**src/rtl/mem_port_arbiter_pkg.sv**
```systemverilog
// Shared types for the data-memory port arbiter: FSM states, port owner, default address width.
package mem_port_arbiter_pkg;

   localparam int unsigned ADDR_W = 20;

   typedef enum logic [1:0] {ARB_IDLE, ARB_ACCESS, ARB_RESP} arb_state_e;
   typedef enum logic {ARB_PORT_D, ARB_PORT_I} arb_port_e;

endpackage

```
**src/rtl/mem_arb_starve_ctr.sv**
```systemverilog
// Starvation guard for the fetch port: counts fetch losses to the data port, saturating at
// STARVE_LIMIT; at the limit the fetch port wins the next conflict.
module mem_arb_starve_ctr #(
   parameter int unsigned STARVE_LIMIT = 4
) (
   input  logic clk,
   input  logic rst_async,
   input  logic conflict_i,
   input  logic grant_i_i,
   output logic i_priority_o
);

   localparam logic [3:0] Limit = 4'(STARVE_LIMIT);

   logic [3:0] cnt_q, cnt_d;

   always_comb begin
      cnt_d = cnt_q;
      if (grant_i_i) begin
         cnt_d = '0;
      end else if (conflict_i && (cnt_q < Limit)) begin
         cnt_d = cnt_q + 4'd1;
      end
   end

   always_ff @(posedge clk or posedge rst_async) begin
      if (rst_async) begin
         cnt_q <= '0;
      end else begin
         cnt_q <= cnt_d;
      end
   end

   assign i_priority_o = (cnt_q == Limit);

endmodule

```
**src/rtl/mem_port_arbiter.sv**
```systemverilog
// Shares the data-memory port between the data stage (D, priority) and instruction fetch (I).
// Optional counters enabled by defining MEM_PORT_ARB_STATS_EN.
module mem_port_arbiter #(
   parameter int unsigned STARVE_LIMIT = 4,
   parameter int unsigned ADDR_W       = mem_port_arbiter_pkg::ADDR_W
) (
   input  logic              clk,
   input  logic              rst_async,
   input  logic              d_req,
   input  logic              d_we,
   input  logic [ADDR_W-1:0] d_addr,
   input  logic [31:0]       d_wdata,
   output logic [31:0]       d_rdata,
   output logic              d_done,
   input  logic              i_req,
   input  logic [ADDR_W-1:0] i_addr,
   output logic [31:0]       i_rdata,
   output logic              i_done,
   output logic [ADDR_W-1:0] mem_address,
   output logic              mem_access_active,
   output logic              mem_write_enable,
   output logic [31:0]       mem_write_value,
   input  logic [31:0]       mem_read_value,
   input  logic              mem_ready
`ifdef MEM_PORT_ARB_STATS_EN
   ,
   output logic [15:0]       stat_conflicts,
   output logic [15:0]       stat_i_wait
`endif
);

   import mem_port_arbiter_pkg::*;

   arb_state_e        state_q, state_d;
   arb_port_e         owner_q, owner_d;
   logic [ADDR_W-1:0] addr_q, addr_d;
   logic              we_q, we_d;
   logic [31:0]       wdata_q, wdata_d;
   logic [31:0]       d_rdata_q, d_rdata_d;
   logic [31:0]       i_rdata_q, i_rdata_d;
   logic              grant_d, grant_i, conflict, i_priority, in_access;

   assign conflict = (state_q == ARB_IDLE) && d_req && i_req;

   mem_arb_starve_ctr #(
      .STARVE_LIMIT (STARVE_LIMIT)
   ) u_starve_ctr (
      .clk          (clk),
      .rst_async    (rst_async),
      .conflict_i   (conflict),
      .grant_i_i    (grant_i),
      .i_priority_o (i_priority)
   );

   always_comb begin
      state_d   = state_q;
      owner_d   = owner_q;
      addr_d    = addr_q;
      we_d      = we_q;
      wdata_d   = wdata_q;
      d_rdata_d = d_rdata_q;
      i_rdata_d = i_rdata_q;
      grant_d   = 1'b0;
      grant_i   = 1'b0;
      unique case (state_q)
         ARB_IDLE: begin
            grant_i = i_req && (!d_req || i_priority);
            grant_d = d_req && !grant_i;
            if (grant_d) begin
               owner_d = ARB_PORT_D;
               addr_d  = d_addr;
               we_d    = d_we;
               wdata_d = d_wdata;
               state_d = ARB_ACCESS;
            end else if (grant_i) begin
               owner_d = ARB_PORT_I;
               addr_d  = i_addr;
               we_d    = 1'b0;
               wdata_d = '0;
               state_d = ARB_ACCESS;
            end
         end
         ARB_ACCESS: begin
            if (mem_ready) begin
               if (owner_q == ARB_PORT_D) begin
                  d_rdata_d = mem_read_value;
               end else begin
                  i_rdata_d = mem_read_value;
               end
               state_d = ARB_RESP;
            end
         end
         ARB_RESP: state_d = ARB_IDLE;
         default:  state_d = ARB_IDLE;
      endcase
   end

   always_ff @(posedge clk or posedge rst_async) begin
      if (rst_async) begin
         state_q   <= ARB_IDLE;
         owner_q   <= ARB_PORT_D;
         addr_q    <= '0;
         we_q      <= 1'b0;
         wdata_q   <= '0;
         d_rdata_q <= '0;
         i_rdata_q <= '0;
      end else begin
         state_q   <= state_d;
         owner_q   <= owner_d;
         addr_q    <= addr_d;
         we_q      <= we_d;
         wdata_q   <= wdata_d;
         d_rdata_q <= d_rdata_d;
         i_rdata_q <= i_rdata_d;
      end
   end

   // Memory side is decoded purely from registers, so async reset drops it at once.
   assign in_access         = (state_q == ARB_ACCESS);
   assign mem_access_active = in_access;
   assign mem_address       = in_access ? addr_q : '0;
   assign mem_write_enable  = in_access && we_q;
   assign mem_write_value   = in_access ? wdata_q : '0;
   assign d_done            = (state_q == ARB_RESP) && (owner_q == ARB_PORT_D);
   assign i_done            = (state_q == ARB_RESP) && (owner_q == ARB_PORT_I);
   assign d_rdata           = d_rdata_q;
   assign i_rdata           = i_rdata_q;

`ifdef MEM_PORT_ARB_STATS_EN
   logic [15:0] conf_q, conf_d, iwait_q, iwait_d;

   always_comb begin
      conf_d  = conf_q;
      iwait_d = iwait_q;
      if (conflict && (conf_q != 16'hFFFF)) begin
         conf_d = conf_q + 16'd1;
      end
      if (i_req && ((state_q == ARB_IDLE) || (owner_q != ARB_PORT_I)) &&
          (iwait_q != 16'hFFFF)) begin
         iwait_d = iwait_q + 16'd1;
      end
   end

   always_ff @(posedge clk or posedge rst_async) begin
      if (rst_async) begin
         conf_q  <= '0;
         iwait_q <= '0;
      end else begin
         conf_q  <= conf_d;
         iwait_q <= iwait_d;
      end
   end

   assign stat_conflicts = conf_q;
   assign stat_i_wait    = iwait_q;
`endif

endmodule

```
**config.mk**
```make
export PLATFORM = sky130hd
export DESIGN_NAME = mem_port_arbiter
export DESIGN_NICKNAME = d
export VERILOG_FILES = /design/src/rtl/mem_port_arbiter_pkg.sv /design/src/rtl/mem_arb_starve_ctr.sv /design/src/rtl/mem_port_arbiter.sv
export SDC_FILE = /design/constraint.sdc
export NUM_CORES = 1
export LEC_CHECK = 0
export CAP_MARGIN = 20
export CORE_MARGIN = 5
export CORE_UTILIZATION = 30
export DETAILED_ROUTE_END_ITERATION = 16
export HOLD_SLACK_MARGIN = 0.05
export PLACE_DENSITY = 0.65
export SYNTH_ARGS = -nofsm -noshare
export SYNTH_HDL_FRONTEND = slang
export SYNTH_SLANG_ARGS = --single-unit
```
**constraint.sdc**
```tcl
create_clock -name clk -period 6.08 [get_ports clk]
set_input_delay 1.216 -clock clk [delete_from_list [all_inputs] [get_ports clk]]
set_output_delay 1.216 -clock clk [all_outputs]
set_load 0.03 [all_outputs]
```
Yosys cells after proc, flatten, opt, wreduce, memory -nomap -nowiden:

Cells that the tools add are included.
W data, S select, Z words.

* bits in registers: 124
* input port bits: 110
* output and inout port bits: 120
* word-level logic and storage cells: 51

* $add $sub $neg: 1
* order comparisons: 1
* equality and inequality tests: 5
* mux-type cells: 17
* bitwise gates (word level): 1
* reductions and logical operators: 18

Operator list (count)
* $mux W32: 3
* $mux W20: 3
* $logic_and A1 B1 Y1: 8
* $mux W4: 2
* $mux W2: 3
* $reduce_and A3 Y1: 2
* $mux W1: 5
* $add A4 B1 Y4 const B: 1
* $eq A4 B3 Y1 const B: 1
* $lt A4 B3 Y1 const B: 1
* $pmux W2 S2: 1
* $reduce_and A2 Y1: 2
* $reduce_bool A2 Y1: 2
* $ne A3 B1 Y1 const B: 1
* $eq A2 B1 Y1 const B: 1
* $eq A2 B2 Y1 const B: 1
* $logic_not A1 Y1: 2
* $logic_not A2 Y1: 1
* $ne A2 B2 Y1 const B: 1
* $logic_or A1 B1 Y1: 1
* $not A1 Y1: 1

Logic depth before layout (Yosys ltp):

Gate-level depths: netlist (run 1).

* word-level depth: 7
* mapped depth: 8
* gate-level depth less buffers: 6

By module:

Synthesis (run 1) repeated with hierarchy kept, for this count alone.

* cells, all modules: 370
* area total of the unflattened synthesis: 5408.9 um^2

By module, submodules not included
* mem_port_arbiter: instances 1, cells an instance 349, area an instance 5176.2 um^2, seq. area each 3002.9 um^2
* mem_arb_starve_ctr: instances 1, cells an instance 21, area an instance 232.7 um^2, seq. area each 100.1 um^2

Worst setup path before layout (run 1):

No wires, ideal clock.

* path type: reg-to-output
* from: register state_q[0]
* to: output port mem_write_value[22]
* data arrival time: 1.558 ns
* required time: 4.864 ns
* path slack: 3.306 ns
* cell stages (with the launch flop): 5
* buffers on the path: 2
* cell sequence: dfrtp_1 > nor2b_2 > clkbuf_1 > clkbuf_1 > and2_1

* longest elaborated chain between the ends: 2

Ends and longest elaborated chain
* start: declaration: RTL line mem_port_arbiter.sv:34 `arb_state_e state_q, state_d;`
* start signal: assignment: RTL line mem_port_arbiter.sv:108 `state_q <= state_d;`
* $eq A2 B1 Y1: RTL line mem_port_arbiter.sv:119 `assign in_access = (state_q == ARB_ACCESS);`
* via mem_access_active: RTL line mem_port_arbiter.sv:20 `output logic mem_access_active,`
* $mux W32: RTL line mem_port_arbiter.sv:123 `assign mem_write_value = in_access ? wdata_q : '0;`
* end: declaration: RTL line mem_port_arbiter.sv:22 `output logic [31:0] mem_write_value,`

The timed path passes the listed nets, and every way through them passes these cells.

Worst setup path in the final report (run 1):

* from: register state_q[0]
* to: output port mem_address[10]

* longest elaborated chain between the ends: 2

Ends and longest elaborated chain
* $eq A2 B1 Y1: RTL line mem_port_arbiter.sv:119
* $mux W20: RTL line mem_port_arbiter.sv:121 `assign mem_address = in_access ? addr_q : '0;`
* end: declaration: RTL line mem_port_arbiter.sv:19 `output logic [ADDR_W-1:0] mem_address,`

Every way passes these cells.

==> results.md, run 1 <==
* Status: finished clean
* Min-delay src: wdata_q[17]
* Diodes inserted at 0
* Post-CTS Setup Bufs at 0
* Worst-Skew Late Latency at 0.41 ns
* P_leak at 0.003750 uW
* Worst slew margin at 30.48%
* Via density at 4.553
* Share of cells above drive strength 1 at 14.58%
* Clock Tree Root: clkbuf_16
* Actual slew at the worst max-slew pin at 1.043 ns
* CTS tree: built
* Dominant combinational cell family by area after synthesis: simple AND/OR/NAND/NOR gates
* Area of the multi-input gates at 0.002148 sq mm
* Hold-fix buffers, CTS at 0
* XOR/XNOR Fraction of Synth Area at 0%
* Tmin final at 3.987 ns
* Worst Reg-to-Reg Cells at 6
* Setup CP Type: reg2out
* Setup violations, final at 0
* Final ANT Viol Nets at 0
* Initial Utilization at 30.40%
* Synthesis Warnings at 0
* PwrDens at 587.6 mW/mm^2
* WP data arrival at 2.77 ns
* Syn Inst Count at 486
* GRT overflow at 0
* Post-synth top area share at 57.01%
* CTS Buf Count at 17
* Sequential area share after synthesis at 57.01%
* Post-Synth Adder-Cell Area at 0.4598%
* CP max FO at 31
* Worst Skew at 0.008566 ns
* Die ar. at 0.02094 sq mm
* Max-slew violations at 0
* Hold Path Sink: wdata_q[17]
* Clock transition at the registers of the reported paths at 0.06 ns
* Die Width at 144.7 um
* Drt initial violations at 162
* H-Tree Depth at 4
* Vias in the first global route at 4,788
* I/O pin total at 230
* Dpl cell area at 0.007893 sq mm
* Largest cells by area after synthesis: dfrtp_1, mux2_4, and2_1
* Synth Cell Area at 0.005443 sq mm
* Design area at 0.008508 sq mm
* Startpoint types: register
* WL/cell at 16.34 um
* Synth unique cells at 29
* # rows at 49
* Final core occ at 47.53%
* Reg2reg start: state_q[0]
* Compound-gate portion of the synthesized area at 5.103%
* Area growth from synthesis to layout at 56.32%
* Sequential cell area at 0.003103 sq mm
* Post-synth EDFFs at 0
* Worst hold path depth at 2
* Top FF cell, synth: dfrtp_1
* First-pass GRT wire length at 24.33 mm
* Max clock buf depth at 2
* Fmax at 250.8 MHz
* Total global-route track usage at 14.72%
* FF-to-FF End: d_rdata[31]
* Ys async rst share at 100.0%
* Most common cell after layout, fill and taps aside: clkdlybuf4s50_1
* Post-detail-place hpwl at 11.31 mm
* Nets@finish at 819
* Worst path cell trace: nor2b_2 -> buf_4 -> and2_1 -> clkdlybuf4s50_1
* Detailed Routing Iterations Pass 1 at 4
* Drt drc at 0
* Yosys reg bits at 124
* Core area at 0.01790 sq mm
* Post-Syn Nets at 598
* Routed WL at 15.50 mm
* Internal power at 3010 uW
* Clock Power Share at 20.7%
* Hold Worst Slack at 0.4573 ns
* PostCTS Resize Cnt at 0
* HP Class: reg2reg
* Mux cell area share after synthesis at 15.52%
* Final Hold Fails at 0
* FF-to-FF setup slack at 3.17 ns
* Crit path max-delay cell type: nor2b_2
* IO buf count at 229
* Fill cells at 1,628
* Max_cap viols at 0
* Area fraction in and, or, nand and nor cells after synthesis at 18.21%
* Unrepaired setup endpoints after global routing: false
* Share of power burned in registers at 29.5%
* Worst VDD drop at 321.1 uV
* Die Span Y at 144.7 um
* TNS Setup at 0 ns
* Final Cycle Share at 65.57%
* Comb pwr share at 49.8%
* Switching pwr at 1989 uW
* CP max stage delay at 0.72 ns
* Critical Path RT at 4.86 ns
* Gpl congestion at 0.7966
* Initial antenna violation count at 0
* Net Sw Frac at 39.80%
* Total clock sinks at 124
* Cell taking the most area after synthesis: dfrtp_1
* Syn Area/Cell at 11.20 sq um
* Total number of vias at 4,321
* Worst Setup End Kind: primary output
* Pin count of the biggest net entering global routing at 64
* Most frequent cells in the layout: clkdlybuf4s50_1, dfrtp_1, nand2_1
## power groups by stage
| stage | logic, uW | registers, uW | clock network, uW |
|---|---|---|---|
| after floorplan | 1120 | 1860 | 0 |
| after global placement | 2470 | 1480 | 0 |
| after detailed placement | 2520 | 1490 | 0 |
| after CTS | 2520 | 1480 | 1060 |
| after global routing | 2650 | 1530 | 1100 |
| final | 2490 | 1470 | 1040 |
## sequential cells by signal, summed over array words and instances, names as in the netlist
name / cells
state_q: 2
wdata_q: 32
d_rdata: 32
addr_q: 20
i_rdata: 32
owner_q: 1
u_starve_ctr.cnt_q: 4
we_q: 1
## worst max path at each step
stage               start             endpoint  slack (ns)  depth (start not counted)
6_report       state_q[0]      mem_address[10]        2.09                          4
3_3_place_gp   state_q[0]  mem_write_value[22]        2.63                          4
2_1_floorplan   rst_async            addr_q[0]        1.56                          1
4_1_cts        state_q[0]       mem_address[5]        2.08                          4
3_5_place_dp   state_q[0]       mem_address[5]        2.52                          4
5_1_grt        state_q[0]       mem_address[5]        1.90                          4
## stage by stage
step | worst slack (ns) | power, uW | cells
after floorplan | 1.565 | 2981 | 486
after global placement | 2.625 | 3944 | 917
after detailed placement | 2.520 | 4002 | 917
after CTS | 2.076 | 5064 | 949
after global routing | 1.899 | 5278 | 949
final | 2.093 | 4999 | 949
## critical path: cells and delay by family, from the launching register on
family	cells	cell delay, ns
simple gates	2	0.90
buf+inv	2	1.06
flops	1	0.39
## per-layer routing
layer  GRT usage (%)  routed length, um  vias to the layer above
li1                -                  -                     2055
met1           17.92               6469                     2070
met2           25.34               7638                      168
met3           3.615               1079                       28
met4           5.449                315                        0
met5               0                  0                        -
## kinds of logic (layout without fill, tap and decap cells)
family,count (synthesis),in the layout
compound gates,51,51
fa+ha+maj,2,2
buf+inv,38,272
flops,124,124
mux,65,65
simple gates,206,206
## Yosys cell counts, types with 3 or more instances
| library cell | number |
|---|---|
| nor2_1 | 22 |
| mux2_2 | 30 |
| mux2_4 | 30 |
| dfrtp_1 | 124 |
| o21ai_0 | 3 |
| buf_2 | 14 |
| a21oi_1 | 41 |
| nand2_1 | 88 |
| clkbuf_1 | 14 |
| mux2_1 | 5 |
| inv_1 | 6 |
| a22o_1 | 3 |
| and2_1 | 54 |
| buf_8 | 3 |
| nand3_1 | 33 |
## cell type report
type                            instances  share of cell area [%]
Tap cell                              229                   3.368
Clock buffer                           17                   5.000
Multi-Input combinational cell        324                   25.25
Clock inverter                         15                   2.235
Inverter                                6                  0.2941
Sequential cell                       124                   36.47
Timing Repair Buffer                  234                   27.38
No activity file was read; power rests on OpenSTA's default activity.
==> run 2, diff against run 1 <==
==> constraint.sdc (replaced) <==
create_clock -name clk -period 3.88 [get_ports clk]
set_input_delay 0.776 -clock clk [delete_from_list [all_inputs] [get_ports clk]]
set_output_delay 0.776 -clock clk [all_outputs]
set_load 0.03 [all_outputs]
==> results.md, run 2 (synthesis gave the netlist of run 1 again) <==
* Status: finished clean
* Initial Utilization at 30.40%
* Gpl congestion at 0.8648
* Setup CP Type: reg2out
* Nets@finish at 821
* Initial antenna violation count at 0
* Worst slew margin at 26.65%
* Setup violations, final at 0
* P_leak at 0.003756 uW
* Post-CTS Setup Bufs at 0
* Max-slew violations at 0
* Worst Setup End Kind: primary output
* Most common cell after layout, fill and taps aside: clkdlybuf4s50_1
* # rows at 49
* CP max FO at 50
* Worst VDD drop at 556.4 uV
* Crit path max-delay cell type: clkdlybuf4s50_1
* Detailed Routing Iterations Pass 1 at 4
* Most frequent cells in the layout: clkdlybuf4s50_1, dfrtp_1, nand2_1
* FF-to-FF setup slack at 1.31 ns
* IO buf count at 229
* Post-detail-place hpwl at 11.40 mm
* Core area at 0.01790 sq mm
* CTS Buf Count at 17
* CP max stage delay at 0.68 ns
* Total number of vias at 4,432
* Die Span Y at 144.7 um
* Critical Path RT at 3.10 ns
* WL/cell at 16.68 um
* Clock Tree Root: clkbuf_16
* Routed WL at 15.86 mm
* Via density at 4.660
* Max clock buf depth at 2
* H-Tree Depth at 4
* Delay-heaviest family, CP: buffers and inverters
* Critical path buffers and inverters at 2
* CTS tree: built
* Dpl cells at 919
* PwrDens at 921.4 mW/mm^2
* Max_cap viols at 0
* Final ANT Viol Nets at 0
* Drt drc at 0
* Die Width at 144.7 um
* Actual slew at the worst max-slew pin at 1.100 ns
* Clock transition at the registers of the reported paths at 0.06 ns
* PostCTS Resize Cnt at 0
* Final core occ at 47.62%
* Unrepaired setup endpoints after global routing: false
* Tot Pwr at 7854 uW
* Final Cycle Share at 83.69%
* Total clock sinks at 124
* Startpoint types: register
* Fmax at 307.9 MHz
* GRT overflow at 0
* WP data arrival at 2.47 ns
* Area growth from synthesis to layout at 56.62%
* Hold-fix buffers, CTS at 0
* Worst-Skew Late Latency at 0.41 ns
* TNS Setup at 0 ns
* Pin count of the biggest net entering global routing at 57
* Final non-filler cell total at 951
* Diodes inserted at 0
* Final Hold Fails at 0
* Tmin final at 3.247 ns
* HP Class: reg2reg
* Worst Skew at 0.01077 ns
* Die ar. at 0.02094 sq mm
* Fill cells at 1,604
* Share of cells above drive strength 1 at 14.68%
* Total global-route track usage at 15.22%
* Drt initial violations at 125
* Vias in the first global route at 4,793
* I/O pin total at 230
* First-pass GRT wire length at 24.77 mm
* Worst path cell trace: nor2b_4 -> buf_4 -> and2_1 -> clkdlybuf4s50_1
## run 2: cell count changes in the layout (fill, tap and decap cells not counted), sizes merged
| cell | before | now |
|---|---|---|
| buf | 5 | 7 |
| clkbuf | 17 | 18 |
| clkinv | 6 | 7 |
| clkinvlp | 2 | 3 |
| inv | 10 | 7 |
## run 2: metal layers
metal / GRT usage (%) / part of all wire [%]
met5: 0 / 0
met4: 5.204 / 1.8
met3: 6.112 / 10
met1: 19.79 / 44
met2: 23.19 / 44
## run 2: worst paths after layout
check                           startpoint                  to  cells after the start
max in group asynchronous        rst_async         wdata_q[20]                      3
worst min register to register  wdata_q[6]          wdata_q[6]                      2
worst max-delay path            state_q[0]  mem_write_value[1]                      4
worst max register to register  state_q[0]         d_rdata[30]                      6
worst min-delay path            wdata_q[6]          wdata_q[6]                      2
min in group asynchronous        rst_async         d_rdata[21]                      2
## run 2: worst register-to-register path: stages (launching register included)
cell and delay (ns):
dfrtp_1 0.44, nor2b_4 0.26, buf_4 0.43, and2_4 0.25, nor2b_4 0.13, buf_4 0.50
mux2_2 0.44
## run 2: final cells by class
type,count,area [sq um],area share [%]
sequential,124,3103,36.40
timing repair buffer,236,2357,27.65
multi-input combinational,324,2153,25.26
clock buffer,18,429.2,5.034
tap,229,286.5,3.361
clock inverter,14,168.9,1.982
inverter,6,26.28,0.3082
## run 2: through the flow
step	hold WS, ns	setup slack, ns	cell area [sq um]
2_1_floorplan	0.4304	1.546	5446
3_3_place_gp	0.4435	1.091	7926
3_5_place_dp	0.4493	1.069	7926
4_1_cts	0.4624	0.6077	8524
5_1_grt	0.4863	0.4626	8524
6_report	0.4556	0.6327	8524
## run 2: report_power, final
part,total [uW],internal [uW],switching (uW),leakage (uW)
Clock,1600,1010,591,0.000290
Combinational,3950,1770,2180,0.00196
Sequential,2300,1940,363,0.00151
